File: config.mk
export PLATFORM = sky130hd
export DESIGN_NAME = led_update_sched_flat
export DESIGN_NICKNAME = d
export VERILOG_FILES = /design/src/rtl/led_update_sched_pkg.sv /design/src/rtl/led_update_sched_if.sv /design/src/rtl/led_update_sched_frame_timer.sv /design/src/rtl/led_update_sched.sv /design/src/flat_wrapper.sv
export SDC_FILE = /design/constraint.sdc
export NUM_CORES = 1
export LEC_CHECK = 0
export ABC_AREA = 1
export CORE_MARGIN = 2
export CORE_UTILIZATION = 28
export DETAILED_ROUTE_END_ITERATION = 8
export PLACE_DENSITY = 0.64
export SETUP_SLACK_MARGIN = 0.2
export SYNTH_ARGS = -nofsm -noshare
export SYNTH_HDL_FRONTEND = slang
export SYNTH_HIERARCHICAL = 1
export SYNTH_SLANG_ARGS = --single-unit
export TNS_END_PERCENT = 100
File: constraint.sdc
create_clock -name clk -period 1.55 [get_ports clk]
set_input_delay 0.31 -clock clk [delete_from_list [all_inputs] [get_ports clk]]
set_output_delay 0.31 -clock clk [all_outputs]
set_load 0.05 [all_outputs]
File: src/rtl/led_update_sched_pkg.sv
// Shared definitions for the LED frame scheduler: FSM state encoding,
// default ping-pong buffer ids and the width of the completed-frame counter.
`default_nettype none

package led_update_sched_pkg;

  typedef enum logic [1:0] {
    ST_IDLE      = 2'd0,
    ST_START     = 2'd1,
    ST_WAIT_DONE = 2'd2
  } sched_state_e;

  localparam int unsigned DEF_BUF0_ID = 0;
  localparam int unsigned DEF_BUF1_ID = 1;
  localparam int unsigned FRAME_CNT_W = 16;

endpackage

`default_nettype wire

File: src/rtl/led_update_sched_if.sv
// Producer / led_driver handshake bundle for led_update_sched.
// The slave modport is the scheduler side.
`default_nettype none

interface led_update_sched_if #(
  parameter int unsigned DATA_WIDTH = 32
);
  logic                  wr_frame_done;
  logic [DATA_WIDTH-1:0] wr_buf_id;
  logic                  wr_buf_free;
  logic                  ctrl_update;
  logic [DATA_WIDTH-1:0] ctrl_buf_id;
  logic                  ctrl_update_done;

  modport master (
    output wr_frame_done, ctrl_update_done,
    input  wr_buf_id, wr_buf_free, ctrl_update, ctrl_buf_id
  );

  modport slave (
    input  wr_frame_done, ctrl_update_done,
    output wr_buf_id, wr_buf_free, ctrl_update, ctrl_buf_id
  );
endinterface

`default_nettype wire

File: src/rtl/led_update_sched_frame_timer.sv
// Frame tick generator: counts 0..FRAME_CYCLES-1 while enabled and pulses
// o_tick on the last count; i_clear returns the count to zero.
`default_nettype none

module led_update_sched_frame_timer #(
  parameter int unsigned FRAME_CYCLES = 2_000_000
) (
  input  wire logic clk,
  input  wire logic reset,
  input  wire logic i_enable,
  input  wire logic i_clear,
  output logic      o_tick
);

  localparam int unsigned         CNT_W    = (FRAME_CYCLES > 1) ? $clog2(FRAME_CYCLES) : 1;
  localparam logic [CNT_W-1:0]    CNT_LAST = CNT_W'(FRAME_CYCLES - 1);

  logic [CNT_W-1:0] r_cnt;
  logic             w_last;

  assign w_last = (r_cnt == CNT_LAST);
  assign o_tick = i_enable & ~i_clear & w_last;

  always_ff @(posedge clk or posedge reset) begin
    if (reset) begin
      r_cnt <= '0;
    end else if (i_clear) begin
      r_cnt <= '0;
    end else if (i_enable) begin
      r_cnt <= w_last ? '0 : r_cnt + CNT_W'(1);
    end
  end

endmodule

`default_nettype wire

File: src/rtl/led_update_sched.sv
// Ping-pong frame scheduler feeding led_driver: swaps front/back on frame ticks.
// Optional update watchdog enabled by defining LED_SCHED_WDOG_EN.
`default_nettype none

module led_update_sched
  import led_update_sched_pkg::*;
#(
  parameter int unsigned          DATA_WIDTH   = 32,
  parameter int unsigned          FRAME_CYCLES = 2_000_000,
  parameter logic [DATA_WIDTH-1:0] BUF0_ID     = DATA_WIDTH'(DEF_BUF0_ID),
  parameter logic [DATA_WIDTH-1:0] BUF1_ID     = DATA_WIDTH'(DEF_BUF1_ID),
  parameter int unsigned          WDOG_CYCLES  = 4_000_000
) (
  input  wire logic              clk,
  input  wire logic              reset,
  input  wire logic              i_enable,
  input  wire logic              i_err_clr,
  led_update_sched_if.slave      bus,
  output logic                   o_busy,
  output logic [FRAME_CNT_W-1:0] o_frame_cnt,
  output logic                   o_frame_overrun,
  output logic                   o_err_timeout
);

  sched_state_e           r_state, w_state_nxt;
  logic                   r_front, r_back_full, r_pend_tick;
  logic [FRAME_CNT_W-1:0] r_frame_cnt;
  logic                   r_overrun, r_err_timeout;
  logic                   w_tick, w_swap, w_done, w_timeout, w_wdog_hit;

  led_update_sched_frame_timer #(
    .FRAME_CYCLES (FRAME_CYCLES)
  ) u_timer (
    .clk      (clk),
    .reset    (reset),
    .i_enable (i_enable),
    .i_clear  (~i_enable),
    .o_tick   (w_tick)
  );

`ifdef LED_SCHED_WDOG_EN
  localparam int unsigned WDOG_W = (WDOG_CYCLES > 1) ? $clog2(WDOG_CYCLES) : 1;

  // Counts cycles since the ctrl_update pulse; 1 on the first WAIT_DONE cycle.
  logic [WDOG_W-1:0] r_wdog_cnt;

  always_ff @(posedge clk or posedge reset) begin
    if (reset) begin
      r_wdog_cnt <= '0;
    end else if (r_state == ST_START) begin
      r_wdog_cnt <= WDOG_W'(1);
    end else if (r_state == ST_WAIT_DONE) begin
      r_wdog_cnt <= r_wdog_cnt + WDOG_W'(1);
    end
  end

  assign w_wdog_hit = (r_wdog_cnt == WDOG_W'(WDOG_CYCLES - 1));
`else
  // No watchdog in this build; WDOG_CYCLES has no effect.
  assign w_wdog_hit = 1'b0 & (WDOG_CYCLES != 0);
`endif

  always_comb begin
    w_state_nxt = r_state;
    w_swap      = 1'b0;
    w_done      = 1'b0;
    w_timeout   = 1'b0;
    case (r_state)
      ST_IDLE: begin
        if ((w_tick | r_pend_tick) & r_back_full & i_enable) begin
          w_swap      = 1'b1;
          w_state_nxt = ST_START;
        end
      end
      ST_START: w_state_nxt = ST_WAIT_DONE;
      ST_WAIT_DONE: begin
        if (bus.ctrl_update_done) begin
          w_done      = 1'b1;
          w_state_nxt = ST_IDLE;
        end else if (w_wdog_hit) begin
          w_timeout   = 1'b1;
          w_state_nxt = ST_IDLE;
        end
      end
      default: w_state_nxt = ST_IDLE;
    endcase
  end

  always_ff @(posedge clk or posedge reset) begin
    if (reset) begin
      r_state       <= ST_IDLE;
      r_front       <= 1'b0;
      r_back_full   <= 1'b0;
      r_pend_tick   <= 1'b0;
      r_frame_cnt   <= '0;
      r_overrun     <= 1'b0;
      r_err_timeout <= 1'b0;
    end else begin
      r_state <= w_state_nxt;
      if (w_swap) r_front <= ~r_front;
      // Swap decision sees the registered flag, so a coincident frame_done waits for the next tick.
      if (w_swap) r_back_full <= 1'b0;
      else if (bus.wr_frame_done) r_back_full <= 1'b1;
      // Any IDLE cycle consumes a pending tick, whether or not it produced an update.
      if (!i_enable || r_state == ST_IDLE) r_pend_tick <= 1'b0;
      else if (w_tick) r_pend_tick <= 1'b1;
      if (w_done) r_frame_cnt <= r_frame_cnt + FRAME_CNT_W'(1);
      if (w_tick && r_state != ST_IDLE) r_overrun <= 1'b1;
      else if (i_err_clr) r_overrun <= 1'b0;
      if (w_timeout) r_err_timeout <= 1'b1;
      else if (i_err_clr) r_err_timeout <= 1'b0;
    end
  end

  assign bus.ctrl_update = (r_state == ST_START);
  assign bus.ctrl_buf_id = r_front ? BUF1_ID : BUF0_ID;
  assign bus.wr_buf_id   = r_front ? BUF0_ID : BUF1_ID;
  assign bus.wr_buf_free = ~r_back_full;
  assign o_busy          = (r_state != ST_IDLE);
  assign o_frame_cnt     = r_frame_cnt;
  assign o_frame_overrun = r_overrun;
  assign o_err_timeout   = r_err_timeout;

endmodule

`default_nettype wire

File: src/flat_wrapper.sv
// flat-port wrapper written by rule: the top's interface ports become plain ports
module led_update_sched_flat import led_update_sched_pkg::*;
#(
  parameter int unsigned          DATA_WIDTH   = 32,
  parameter int unsigned          FRAME_CYCLES = 2_000_000,
  parameter logic [DATA_WIDTH-1:0] BUF0_ID     = DATA_WIDTH'(DEF_BUF0_ID),
  parameter logic [DATA_WIDTH-1:0] BUF1_ID     = DATA_WIDTH'(DEF_BUF1_ID),
  parameter int unsigned          WDOG_CYCLES  = 4_000_000
)
  (clk, reset, i_enable, i_err_clr, o_busy, o_frame_cnt, o_frame_overrun, o_err_timeout, bus_wr_frame_done, bus_ctrl_update_done, bus_wr_buf_id, bus_wr_buf_free, bus_ctrl_update, bus_ctrl_buf_id);
  led_update_sched_if #(.DATA_WIDTH(DATA_WIDTH)) bus_i ();
  input  wire logic clk;
  input  wire logic reset;
  input  wire logic i_enable;
  input  wire logic i_err_clr;
  output logic o_busy;
  output logic [FRAME_CNT_W-1:0] o_frame_cnt;
  output logic o_frame_overrun;
  output logic o_err_timeout;
  input wire logic [$bits(bus_i.wr_frame_done)-1:0] bus_wr_frame_done;
  input wire logic [$bits(bus_i.ctrl_update_done)-1:0] bus_ctrl_update_done;
  output wire logic [$bits(bus_i.wr_buf_id)-1:0] bus_wr_buf_id;
  output wire logic [$bits(bus_i.wr_buf_free)-1:0] bus_wr_buf_free;
  output wire logic [$bits(bus_i.ctrl_update)-1:0] bus_ctrl_update;
  output wire logic [$bits(bus_i.ctrl_buf_id)-1:0] bus_ctrl_buf_id;
  assign bus_i.wr_frame_done = bus_wr_frame_done;
  assign bus_i.ctrl_update_done = bus_ctrl_update_done;
  assign bus_wr_buf_id = bus_i.wr_buf_id;
  assign bus_wr_buf_free = bus_i.wr_buf_free;
  assign bus_ctrl_update = bus_i.ctrl_update;
  assign bus_ctrl_buf_id = bus_i.ctrl_buf_id;
  led_update_sched #(.DATA_WIDTH(DATA_WIDTH), .FRAME_CYCLES(FRAME_CYCLES), .BUF0_ID(BUF0_ID), .BUF1_ID(BUF1_ID), .WDOG_CYCLES(WDOG_CYCLES)) u_core (.clk(clk), .reset(reset), .i_enable(i_enable), .i_err_clr(i_err_clr), .bus(bus_i), .o_busy(o_busy), .o_frame_cnt(o_frame_cnt), .o_frame_overrun(o_frame_overrun), .o_err_timeout(o_err_timeout));
endmodule
[Word level (Yosys, flattened, before mapping)]
Index checks and enable logic that the tools add are counted.
Storage, ports and cells
  bits in registers: 43
  input bits: 6
  output and inout bits: 85
  logic and storage cells: 46
Cells by class
  add/sub/neg operators: 2
  eq/ne operators: 5
  multiplexer cells: 17
  bitwise gates (word level): 6
  reduce and logical (&&, ||, !) cells: 9
Operators by type and width (number)
  21-bit two-way mux: 2
  21-bit by 1-bit adder with 21-bit output, second input constant: 1
  21-bit equality test, second input constant: 1
  16-bit by 1-bit adder with 16-bit output, second input constant: 1
  1-bit two-way mux: 12
  2-bit nonzero test: 4
  2-bit case mux with 3 select lines: 1
  2-bit two-way mux: 2
  1-bit AND: 3
  2-bit by 1-bit equality test with 1-bit output, second input constant: 1
  2-bit equality test, second input constant: 1
  2-bit logical NOT: 1
  2-bit by 1-bit != test with 1-bit output, second input constant: 1
  2-bit != test, second input constant: 1
  1-bit inverter: 2
  2-bit AND reduction: 1
  1-bit logical AND: 1
  1-bit logical NOT: 1
  1-bit logical OR: 1
  1-bit OR: 1

[Longest topological paths before layout]
Gate-level depths: netlist of run 1.
  depth in word-level cells: 8
  mapped depth: 10
  gate-level depth less buffers: 10

[By module]
The synthesis of run 1 kept the hierarchy.
Modules (own cells, without submodules)
  led_update_sched: instances 1, cells each 180, area each 1541.5 µm²
  led_update_sched_frame_timer: instances 1, cells each 200, area each 1361.3 µm²

[Worst setup path after synthesis of run 1]
No wires, ideal clock.
  path kind: flip-flop to flip-flop
  start: register u_core.u_timer.r_cnt[0]
  end: register u_core.r_front
  data arrival time: 1520 ps
  required time: 1420 ps
  slack: -100 ps
  stages on the path, launching flop included: 11
  path buffers: 0
  cells stage by stage: dfrtp_1 > ha_1 > nand2_1 > inv_1 > nand2_1 > nor2_2 > nand4_1 > nor2_1 > o21ai_0 > nor3_4 > xor2_1
On the way
  word-level cells in the longest chain between the ends: 7
Ends and longest elaborated chain
  start, declared: RTL line led_update_sched_frame_timer.sv:18  | logic [CNT_W-1:0] r_cnt;
  start signal, assigned: RTL line led_update_sched_frame_timer.sv:30  | r_cnt <= w_last ? '0 : r_cnt + CNT_W'(1);
  21-bit equality test: RTL line led_update_sched_frame_timer.sv:21  | assign w_last = (r_cnt == CNT_LAST);
  1-bit AND: RTL line led_update_sched_frame_timer.sv:22  | assign o_tick = i_enable & ~i_clear & w_last;
  named net u_core.w_tick: RTL line led_update_sched.sv:29  | logic w_tick, w_swap, w_done, w_timeout, w_wdog_hit;
  1-bit OR: RTL line led_update_sched.sv:70  | if ((w_tick | r_pend_tick) & r_back_full & i_enable) begin
  1-bit AND (2 in a row): RTL line led_update_sched.sv:70
  1-bit two-way mux: RTL line led_update_sched.sv:70
  1-bit two-way mux: RTL line led_update_sched.sv:68  | case (r_state)
  end signal, assigned: RTL line led_update_sched.sv:100  | if (w_swap) r_front <= ~r_front;
  end, declared: RTL line led_update_sched.sv:26  | logic r_front, r_back_full, r_pend_tick;
The timed path passes the listed nets, and every way through them passes these cells.
A chain may end at the register's enable or synchronous reset.

[Worst setup path in the final report of run 1]
  start: register u_core.u_timer.r_cnt[0]
  end: register u_core.u_timer.r_cnt[12]
On the way
  word-level cells in the longest chain between the ends: 3
  elaborated cells on any way between the ends: 4
Ends and longest elaborated chain
  21-bit by 1-bit adder with 21-bit output or 21-bit equality test (tied branches): RTL line led_update_sched_frame_timer.sv:30, led_update_sched_frame_timer.sv:21
  21-bit two-way mux (*): RTL line led_update_sched_frame_timer.sv:30
  21-bit two-way mux (*): RTL line led_update_sched_frame_timer.sv:27  | end else if (i_clear) begin
Every way passes the cells marked *; elsewhere a longest branch is shown, timed or not.

==> summary.txt, run 1 <==
Outcome
  – Run status: complete, but fails checks
  – Failing checks: negative setup slack

Power and ir drop
  – PD cells: about 600 mW/mm^2
  – Internal: between 0.0015 and 0.002 W
  – Total power: 0.00243 W
  – Clock power share: a little under a third
  – Leak: 1.92 nW
  – P_sw: roughly 0.00089 W
  – Sequential share of power: roughly 48%
  – VDD IR max: around 0.29 mV
  – Switching fraction of total power: 36.7%
  – Gate power share: 22.1%

Cells and area
  – Most frequent cells in the layout: nand2_1, conb_1, inv_1, buf_4, dfrtp_1
  – Fill count: 1015
  – Area Growth Syn to Fin: 38.5%
  – N_diodes: 0
  – Final Non-Filler Cells: between 500 and 600
  – Layout cells sized above 1: between 30% and 40%
  – Fin util: 39.5%
  – Commonest non-fill, non-tap cell in the layout: nand2_1
  – Layout Nets: 462

Die
  – Row cnt: 37
  – Die Wd: 106 um
  – Die H: 106 um
  – Die ar.: 0.0112 mm^2
  – Top Ports: slightly above 90
  – Initial core utilization: 28.5%
  – Core Region: 0.0102 mm^2

STA
  – Setup TNS: -1970 ps
  – Hold Vio Cnt, Final: 0
  – Pins Over Slew Limit: 0
  – Unrepaired setup endpoints after global routing: yes
  – Setup-failing EPs final: 25
  – Min Hold Slack: between 300 and 400 ps
  – Final Skew: 7.25 ps
  – Fmax: 604 MHz
  – Setup ws final: -107 ps
  – Clock period minus final worst setup slack: 1660 ps
  – Final period util: 107%

Route
  – Vias: 2436
  – Drt total wl: 6410 um
  – Vias per cell: 4.12
  – Average routed wire per standard cell: 10.8 um
  – Initial DRT Pass Iterations: 4
  – Residual DRC: 0
  – Initial DRC Count: 130
  – Final ANT Viol Nets: 0

Synth
  – Synth Register Bits: 43
  – Yosys top cell by area: dfrtp_1
  – Ys Warns: 6
  – Mapped Avg Cell Area: between 7 and 8 um^2
  – Library cells used by synthesis: 31
  – Syn Std Cell Area: 0.00290 mm^2
  – Yosys top cell area share: 37.1%
  – Main area contributors after synthesis: dfrtp_1, buf_4, nand2_1
  – Post-Syn Instances: 380
  – Post-synthesis sequential area ratio: 37.1%

Clocking
  – Cts hold-fix bufs: 0
  – CTS tree: built
  – Clock transition at path regs: 90 ps
  – Number of buffers created by CTS: 5
  – H-tree depth: 2
  – CTS root buf: clkbuf_8
  – Clock Path Buffers: 2
  – Worst-Skew Late Latency: roughly 300 ps
  – CTS sink cnt: 43

Setup path
  – Endpoint type of the worst setup path: flop
  – Maximum fanout along the worst path: 7
  – Critical path type: flop to flop
  – R2R depth: 12
  – Startpoint types: flop
  – Critical Path RT: 1790 ps
  – Crit path DAT: approximately 1900 ps

GRT
  – First-pass GRT wire length: between 10000 and 15000 um
  – Vias in the first global route: 2505
  – Overflow left after global routing: 0
  – Total GRT Usage: 11.9%
  – Initial antenna violation count: 0
  – Largest net degree at the start of global routing: 23

Placement
  – Port Buffers: 27
  – HPWL Detailed: 4680 um
  – Placed Instances: around 570
  – Routability cong.: 0.824

Min path
  – Hold Path Class: input port to async pin

Run
  – Max-Cap Viols: 0
## cells by family (layout without fill, tap and decap cells)
| group | count (synthesis) | after routing | share of synthesized area, % |
|---|---|---|---|
| DFF | 43 | 43 | 37.1 |
| other | 1 | 63 | 0.129 |
| adders and majority gates | 2 | 2 | 0.862 |
| xor gates and xnor gates | 19 | 19 | 5.73 |
| buffers and inverters | 117 | 130 | 23.7 |
| muxes | 1 | 1 | 0.388 |
| AOI/OAI and AO/OA | 20 | 20 | 4.35 |
| and+or+nand+nor | 177 | 177 | 27.8 |
## critical path: stages (launching register included)
cell	delay, ps
dfrtp_1	390
ha_2	200
nand2_2	90
inv_2	40
nand2_2	80
nor2_4	40
buf_4	130
buf_6	100
buf_6	110
nand3_4	50
nand2_4	90
buf_8	150
o21ai_2	100
## registers in the layout, summed over array words and instances (netlist names)
name                    flops
u_core/r_front              1
u_core/r_state              2
u_core/u_timer/r_cnt       21
u_core/r_pend_tick          1
u_core/o_frame_cnt         16
u_core/o_frame_overrun      1
u_core/r_back_full          1
## cell type report
class	instances	area, um^2	area share, %
multi-input cells	282	1610	40.1
repair buffers	71	857	21.3
flip-flops and latches	43	1090	27.1
clock inverters	3	20.0	0.498
inverters	51	201	5.01
well taps	136	170	4.23
clock buffers	5	68.8	1.71
## through the flow
| stage | instance area, um^2 | setup WS (ps) |
|---|---|---|
| 2_1_floorplan | 3220 | 1.72 |
| 3_3_place_gp | 3600 | -112 |
| 3_5_place_dp | 3600 | -175 |
| 4_1_cts | 3900 | -59.8 |
| 5_1_grt | 4020 | -222 |
| 6_report | 4020 | -107 |
## routing by layer
metal  GRT usage, %  vias up  routed length (um)
li1               -     1188                   -
met1           14.4     1170                2770
met2           20.9       68                3210
met3           2.66       10                 318
met4           4.23        0                 117
met5              0        -                   0
## power by group through the flow
stage | logic (W) | clock network, W | registers (W)
after floorplan | 0.000528 | 0 | 0.00120
after global placement | 0.000520 | 0 | 0.00118
final | 0.000537 | 0.000734 | 0.00116
after global routing | 0.000565 | 0.000799 | 0.00116
after detailed placement | 0.000524 | 0 | 0.00118
after CTS | 0.000539 | 0.000760 | 0.00116
## final timing paths
check                                             start                       end  slack [ps]
worst max-delay path            u_core/u_timer/r_cnt[0]  u_core/u_timer/r_cnt[12]        -110
worst min-delay path                              reset            u_core/r_front         360
worst max register to register  u_core/u_timer/r_cnt[0]  u_core/u_timer/r_cnt[12]        -110
worst min register to register       u_core/r_back_full        u_core/r_back_full         530
max in group asynchronous                         reset    u_core/o_frame_cnt[11]         930
min in group clk                   bus_ctrl_update_done         u_core/r_state[1]         480
## repair_timing
item                                    4_1_cts  5_1_grt
endpoints found under the setup margin       29       35
cloned                                        0        0
resized for setup                            39       17
pin swaps                                    10       17
setup buffers                                 8        7
## synth_stat cells
master / number
nand2_1: 94
buf_4: 64
inv_1: 50
dfrtp_1: 43
nor2_1: 33
nand3_1: 23
xor2_1: 12
xnor2_1: 7
nand4_1: 6
o22ai_1: 6
o21ai_1: 5
nor2_2: 4
nor2_4: 4
nand2_2: 3
nor3_1: 3
o21ai_0: 3
o21ai_2: 3
ha_1: 2
nand3_2: 2
o21bai_1: 2
buf_6: 1
clkbuf_1: 1
conb_1: 1
inv_2: 1
mux2_2: 1
nand4_2: 1
nor3_2: 1
nor3_4: 1
nor4_1: 1
o31ai_1: 1
or2_4: 1
Note: power is estimated with default switching activity, not from simulation.
==> inputs of run 2 (changes only) <==
- SLEW_MARGIN: not set -> 20
==> results of run 2 <==
Final layout, timing and power as in run 1 (identical DEF).
